==> src/rtl/instr_fetch.sv <==
// Instruction-fetch stage: PC register, next-PC selection (sequential, branch,
// jump, jump-register, interrupt, exception) and the IF/ID pipeline register.
module instr_fetch #(
    parameter logic [31:0] RESET_PC = 32'h8000_0000,
    parameter logic [31:0] IRQ_ADDR = 32'h8000_0004,
    parameter logic [31:0] EXC_ADDR = 32'h8000_0008
) (
    input  logic        clk,
    input  logic        reset,
    output logic [31:0] rom_addr,
    input  logic [31:0] rom_data,
    input  logic        stall,
    input  logic        redirect,
    input  logic [1:0]  redirect_sel,
    input  logic [31:0] branch_target,
    input  logic [31:0] jr_target,
    input  logic        exc_req,
    input  logic        irq,
    output logic [31:0] if_id_instr,
    output logic [31:0] if_id_pc,
    output logic [31:0] if_id_pc_plus4,
    output logic        if_id_valid,
    output logic        if_id_irq
);

    logic [31:0] pc_q, pc_d;
    logic        irq_pending_q, irq_pending_d;
    logic [31:0] if_id_instr_q, if_id_instr_d;
    logic [31:0] if_id_pc_q, if_id_pc_d;
    logic [31:0] if_id_pc_plus4_q, if_id_pc_plus4_d;
    logic        if_id_valid_q, if_id_valid_d;
    logic        if_id_irq_q, if_id_irq_d;

    logic [31:0] pc_plus4;
    logic [31:0] jump_target;
    logic [31:0] redirect_target;
    logic        irq_seen;
    logic        irq_take;

    always_comb begin
        // Kernel bit is sticky across sequential fetch; only the low 31 bits wrap.
        pc_plus4    = {pc_q[31], pc_q[30:0] + 31'd4};
        jump_target = {if_id_pc_plus4_q[31:28], if_id_instr_q[25:0], 2'b00};
        case (redirect_sel)
            2'd1:    redirect_target = jump_target;
            2'd2:    redirect_target = jr_target;
            default: redirect_target = branch_target;
        endcase
        irq_seen = irq_pending_q | irq;
        irq_take = irq_seen & ~pc_q[31];

        pc_d             = pc_q;
        irq_pending_d    = irq_seen;
        if_id_instr_d    = if_id_instr_q;
        if_id_pc_d       = if_id_pc_q;
        if_id_pc_plus4_d = if_id_pc_plus4_q;
        if_id_valid_d    = if_id_valid_q;
        if_id_irq_d      = if_id_irq_q;

        if (exc_req || redirect) begin
            pc_d             = exc_req ? EXC_ADDR : redirect_target;
            if_id_instr_d    = '0;
            if_id_pc_d       = '0;
            if_id_pc_plus4_d = '0;
            if_id_valid_d    = 1'b0;
            if_id_irq_d      = 1'b0;
        end else if (stall) begin
            // Hold everything; a new irq is still captured into irq_pending.
        end else if (irq_take) begin
            pc_d             = IRQ_ADDR;
            irq_pending_d    = 1'b0;
            if_id_instr_d    = '0;
            if_id_pc_d       = pc_q;
            if_id_pc_plus4_d = pc_plus4;
            if_id_valid_d    = 1'b0;
            if_id_irq_d      = 1'b1;
        end else begin
            pc_d             = pc_plus4;
            if_id_instr_d    = rom_data;
            if_id_pc_d       = pc_q;
            if_id_pc_plus4_d = pc_plus4;
            if_id_valid_d    = 1'b1;
            if_id_irq_d      = 1'b0;
        end
    end

    always_ff @(posedge clk or negedge reset) begin
        if (!reset) begin
            pc_q             <= RESET_PC;
            irq_pending_q    <= 1'b0;
            if_id_instr_q    <= '0;
            if_id_pc_q       <= '0;
            if_id_pc_plus4_q <= '0;
            if_id_valid_q    <= 1'b0;
            if_id_irq_q      <= 1'b0;
        end else begin
            pc_q             <= pc_d;
            irq_pending_q    <= irq_pending_d;
            if_id_instr_q    <= if_id_instr_d;
            if_id_pc_q       <= if_id_pc_d;
            if_id_pc_plus4_q <= if_id_pc_plus4_d;
            if_id_valid_q    <= if_id_valid_d;
            if_id_irq_q      <= if_id_irq_d;
        end
    end

    assign rom_addr       = pc_q;
    assign if_id_instr    = if_id_instr_q;
    assign if_id_pc       = if_id_pc_q;
    assign if_id_pc_plus4 = if_id_pc_plus4_q;
    assign if_id_valid    = if_id_valid_q;
    assign if_id_irq      = if_id_irq_q;

endmodule

==> config.mk <==
export PLATFORM = sky130hd
export DESIGN_NAME = instr_fetch
export DESIGN_NICKNAME = d
export VERILOG_FILES = /design/src/rtl/instr_fetch.sv
export SDC_FILE = /design/constraint.sdc
export NUM_CORES = 1
export LEC_CHECK = 0
export BUFFER_PORTS_ARGS = -buffer_cell sky130_fd_sc_hd__clkbuf_2
export CELL_PAD_IN_SITES_DETAIL_PLACEMENT = 0
export CELL_PAD_IN_SITES_GLOBAL_PLACEMENT = 1
export CORE_MARGIN = 2
export CORE_UTILIZATION = 37
export CTS_CLUSTER_SIZE = 28
export DETAILED_ROUTE_END_ITERATION = 8
export GPL_TIMING_DRIVEN = 0
export PLACE_DENSITY = 0.84
export RECOVER_POWER = 100
export SETUP_SLACK_MARGIN = 0.4
export SYNTH_ARGS = -nofsm -noshare
export SYNTH_HDL_FRONTEND = slang
export SYNTH_SLANG_ARGS = --single-unit
export TNS_END_PERCENT = 20
==> constraint.sdc <==
create_clock -name clk -period 6.6 [get_ports clk]
set_input_delay 0.66 -clock clk [delete_from_list [all_inputs] [get_ports clk]]
set_output_delay 0.66 -clock clk [all_outputs]
set_load 0.03 [all_outputs]
Word-level counts from Yosys, hierarchy flattened
Index checks and enable logic that the tools add are counted.
{ "word_totals": {"ff_bits": 131, "in_bits": 104} }
{ "op_classes": {"add_sub_neg": 1, "n_eq_ne": 3, "n_mux": 21, "bitwise": 3, "n_reduce_logical": 3} }
{ "op_table": {"columns": ["operator", "count"], "rows": [
  ["32-bit two-way mux", 11],
  ["32-bit one-hot mux with 2 select lines", 1],
  ["31-bit by 3-bit adder with 31-bit output, second input constant", 1],
  ["1-bit two-way mux", 9],
  ["2-bit by 1-bit == test with 1-bit output, second input constant", 1],
  ["2-bit == test, second input constant", 1],
  ["2-bit by 1-bit != test with 1-bit output, second input constant", 1],
  ["2-bit AND reduction", 1],
  ["2-bit nonzero test", 1],
  ["1-bit AND", 1],
  ["1-bit logical OR", 1],
  ["1-bit inverter", 1],
  ["1-bit bitwise OR", 1]
]} }

Longest topological paths before layout
{ "logic_depth": {"word_depth": 5, "mapped_depth": 9, "ltp_nobuf": 7} }

Worst setup path after synthesis
Ideal clock, no wire load.
{ "synth_timing": {"kind": "reg2reg", "startpoint": "register pc_q[2] (netlist: rom_addr[2])", "endpoint": "register pc_q[24] (netlist: rom_addr[24])", "arrival_ps": 2266, "t_required_ps": 6531, "slack_ps": 4264, "stages_incl_launch_ff": 7, "path_buffers": 0, "period_less_slack_ps": 2336, "path_cell_list": "dfrtp_1 -> ha_1 -> nand4_1 -> nor4_4 -> nand3_2 -> or4_1 -> nand3_1"} }
{ "synth_between": {"elab_chain_len": 4} }
{ "synth_lines": {"columns": ["element", "line_no", "rtl"], "rows": [
  ["from (decl)", "26", "logic [31:0] pc_q, pc_d;"],
  ["from (signal assigned)", "97", "pc_q <= pc_d;"],
  ["31-bit by 3-bit adder with 31-bit output", "42", "pc_plus4 = {pc_q[31], pc_q[30:0] + 31'd4};"],
  ["32-bit two-way mux", "69", "end else if (irq_take) begin"],
  ["32-bit two-way mux", "67", "end else if (stall) begin"],
  ["32-bit two-way mux", "60", "if (exc_req || redirect) begin"]
]} }
Every way passes these cells. The select of a mux whose other input is x is not followed.
A chain may end at the register's enable or synchronous reset.

==> impl_table.tex <==
\begin{tabular}{lr}
\hline
Metric & Value \\
\hline
\multicolumn{2}{l}{\textbf{Outcome}} \\
Run status & finished, violations left \\
Violated checks & max-capacitance violations, max-slew violations \\
\multicolumn{2}{l}{\textbf{Yosys}} \\
Post-synthesis instance area & 6500 um2 \\
Top FF cell, synth & sky130\_fd\_sc\_hd\_\_dfrtp\_1 \\
Warnings, synthesis & 0 \\
Post-synth ARST share & 100\% \\
Synth Net Count & 784 \\
Seq cells post-synth & 128 \\
Part of the Yosys area used for sequential elements & 49.3\% \\
Number of distinct library cells after synthesis & 46 \\
Number of synthesized flops with an enable pin & 0 \\
Post-Syn Area per Cell & 9.60 um2 \\
Synthesized instance count & 677 \\
\multicolumn{2}{l}{\textbf{Job}} \\
Max-Cap Viols & 2 \\
\multicolumn{2}{l}{\textbf{Place}} \\
Port-buffer cells & 233 \\
Total placed instance area & 7990 um2 \\
Half-perimeter wire length after placement & 18100 um \\
Gpl congestion & 0.836 \\
\multicolumn{2}{l}{\textbf{Setup path}} \\
Cell type group with the largest total delay on the critical path & buffers and inverters \\
Reg-to-reg slack, setup & 3.05 ns \\
Critical path required time & 6.60 ns \\
Worst R2R Start & rom\_addr[2] \\
R2R Path End & rom\_addr[24] \\
Cells on worst reg2reg path & 6 \\
Peak per-stage delay on the critical path & 1.92 ns \\
Crit-path max FO & 100 \\
Worst setup path start & reset \\
Buf+Inv Stages, Crit Path & 2 \\
Cell at the slowest stage of the critical path & sky130\_fd\_sc\_hd\_\_clkbuf\_2 \\
Data arrival, critical path & 3.73 ns \\
Sort of element at the start of the critical path & input port \\
Capturing element of the worst setup path & if\_id\_pc\_plus4[24] \\
Crit end category & async pin \\
Ordered cell list for the critical path & clkbuf\_1 > clkbuf\_2 \\
Crit Path Category & input port to async pin \\
Cell depth of the worst setup path & 2 \\
\multicolumn{2}{l}{\textbf{Die}} \\
Starting Density & 37.7\% \\
Die boundary width & 137 um \\
Height of the die & 137 um \\
Area of the placeable core & 17200 um2 \\
Standard-cell row count & 48 \\
Count of boundary I/O pins & 234 \\
Area of the die & 18600 um2 \\
\multicolumn{2}{l}{\textbf{Clock tree}} \\
CTS tree & done \\
Setup bufs post-CTS & 0 \\
Clock latency of the later-clocked register in the worst-skew pair & 0.43 ns \\
Clock root buffer & sky130\_fd\_sc\_hd\_\_clkbuf\_16 \\
Clock-pin slew reported for the worst setup and hold paths after clock tree synthesis & 0.06 ns \\
Maximum buffer depth of the clock tree & 2 \\
Hold buffers post-CTS & 0 \\
CTS sink cnt & 128 \\
Max H-tree Level & 4 \\
Post-cts resize count & 0 \\
Total CTS buffers & 17 \\
\multicolumn{2}{l}{\textbf{Detailed routing}} \\
Detailed-router iteration count before antenna repair & 5 \\
Routed len/inst & 20.0 um \\
Count of routing violations after the opening detailed-route iteration & 449 \\
Antenna Violating Nets Remaining & 0 \\
Aggregate routed wire length & 23400 um \\
Via Count & 6258 \\
DRC violations left & 0 \\
Via density & 5.36 \\
\multicolumn{2}{l}{\textbf{Timing}} \\
Crit share post-route & 56.4\% \\
Setup TNS after final layout & 0 ns \\
Worst clock skew on the final layout & 0.00726 ns \\
Measured slew at the worst slew-check pin & 2.50 ns \\
Max Transition Viols Final & 110 \\
Max frequency & 268 MHz \\
Headroom to the max-slew limit & -66.6\% \\
Setup repair after global routing missed its margin & false \\
Min cycle time layout & 3.72 ns \\
Setup violators final & 0 \\
Final hold violation count & 0 \\
\multicolumn{2}{l}{\textbf{Layout}} \\
Most common cell after layout, fill and taps aside & sky130\_fd\_sc\_hd\_\_clkbuf\_1 \\
Layout fillers & 1773 \\
Fin area & 8320 um2 \\
Commonest non-fill, non-tap cells in the layout & 184 x sky130\_fd\_sc\_hd\_\_clkbuf\_1, 127 x sky130\_fd\_sc\_hd\_\_dfrtp\_1, 100 x sky130\_fd\_sc\_hd\_\_clkbuf\_2, 69 x sky130\_fd\_sc\_hd\_\_nor2\_1, 63 x sky130\_fd\_sc\_hd\_\_o21ai\_0 \\
Area added between synthesis and finish & 28.0\% \\
Number of nets in the final layout & 1037 \\
Fraction of layout instances using a drive strength above 1 & 15.3\% \\
\# diodes & 0 \\
Fraction of the core area covered by cells at the end of the flow & 48.3\% \\
Sequential cell area & 3200 um2 \\
Area taken by multi-input logic gates & 2970 um2 \\
\multicolumn{2}{l}{\textbf{Global routing}} \\
Total congestion overflow & 0 \\
Number of antenna violations at the first check in global routing & 0 \\
Via count of the first global-routing pass & 6112 \\
Global Route Usage Sum & 25.6\% \\
Largest net degree at the start of global routing & 101 \\
Wire length of the first global-routing pass & 35600 um \\
\multicolumn{2}{l}{\textbf{Power}} \\
Standby leakage power & 3.66 nW \\
IR drop worst, VDD & 192 uV \\
Cell area power density & 253 nW/um2 \\
\multicolumn{2}{l}{\textbf{Worst hold path}} \\
Start point of the worst hold path & rom\_data[10] \\
Worst min path class & input port to flip-flop \\
\hline
\end{tabular}
==> worst min-delay path by stage <==
stage	end	slack [ns]	cells after the start
2_1_floorplan	if_id_instr[0]	0.36	0
3_3_place_gp	if_id_valid	0.46	2
3_5_place_dp	if_id_valid	0.48	2
4_1_cts	if_id_instr[10]	0.10	1
5_1_grt	if_id_instr[13]	0.44	2
6_report	if_id_instr[10]	0.44	2
==> per-stage QoR <==
| step | setup slack, ns | total power, mW | cells | hold slack [ns] |
|---|---|---|---|---|
| 2_1_floorplan | 4.26 | 1.04 | 677 | 0.364 |
| 3_3_place_gp | 2.80 | 1.18 | 1135 | 0.462 |
| 3_5_place_dp | 3.54 | 1.19 | 1136 | 0.479 |
| 4_1_cts | 3.84 | 2.13 | 1168 | 0.102 |
| 5_1_grt | 2.15 | 2.18 | 1168 | 0.439 |
| 6_report | 2.88 | 2.11 | 1168 | 0.444 |
==> flip-flops by register name, indices dropped and copies added, names as in the netlist <==
name / count
if_id_valid: 1
if_id_pc: 32
if_id_instr: 32
rom_addr: 32
if_id_pc_plus4: 29
irq_pending_q: 1
if_id_irq: 1
==> synth_stat cells (all sizes together) (9+ instances only) <==
cell	instances	area, um2
xnor2	11	96.3
a22o	36	315
mux2i	37	370
dfrtp	127	3180
a22oi	44	330
nand2	56	210
nor3	9	45.0
buf	17	83.8
nor2	69	259
clkbuf	43	161
xor2	16	140
nand4	12	90.1
nand3	27	145
a21oi	36	180
o21ai	63	315
==> per-layer routing <==
metal  vias up  share of wire (%)  routed length (um)  global-route usage [%]
met5         -                  0                   0                       0
met4         0                1.7                 393                    7.35
met3        26                7.6                1780                    7.19
met2       260                 47               10900                    39.7
met1      2995                 44               10300                    35.0
li1       2977                  -                   -                       -
==> where the power goes <==
part	switching (mW)	internal, mW	total, mW
logic	0.219	0.0937	0.313
clock network	0.368	0.574	0.942
registers	0.0369	0.814	0.851
total	0.624	1.48	2.11
==> final cells by class <==
type	instances	share of cell area [%]
flip-flops and latches	128	38.5
multi-input cells	481	35.7
repair buffers	234	12.1
clock buffers	19	5.44
well taps	225	3.38
plain buffers	60	2.87
clock inverters	13	1.67
inverters	8	0.361
==> cells by family (layout without fill, tap and decap cells) <==
logic type | after synthesis | after routing | synth area share [%]
AO/OA/AOI/OAI | 209 | 209 | 21.4
XOR/XNOR | 27 | 27 | 3.64
adder cells (fa/ha/maj) | 3 | 3 | 0.577
buffers and inverters | 68 | 334 | 4.23
flip-flops | 128 | 128 | 49.3
multiplexers | 37 | 37 | 5.70
AND/OR/NAND/NOR | 205 | 205 | 15.1
Power figures use the tool's default switching activity.
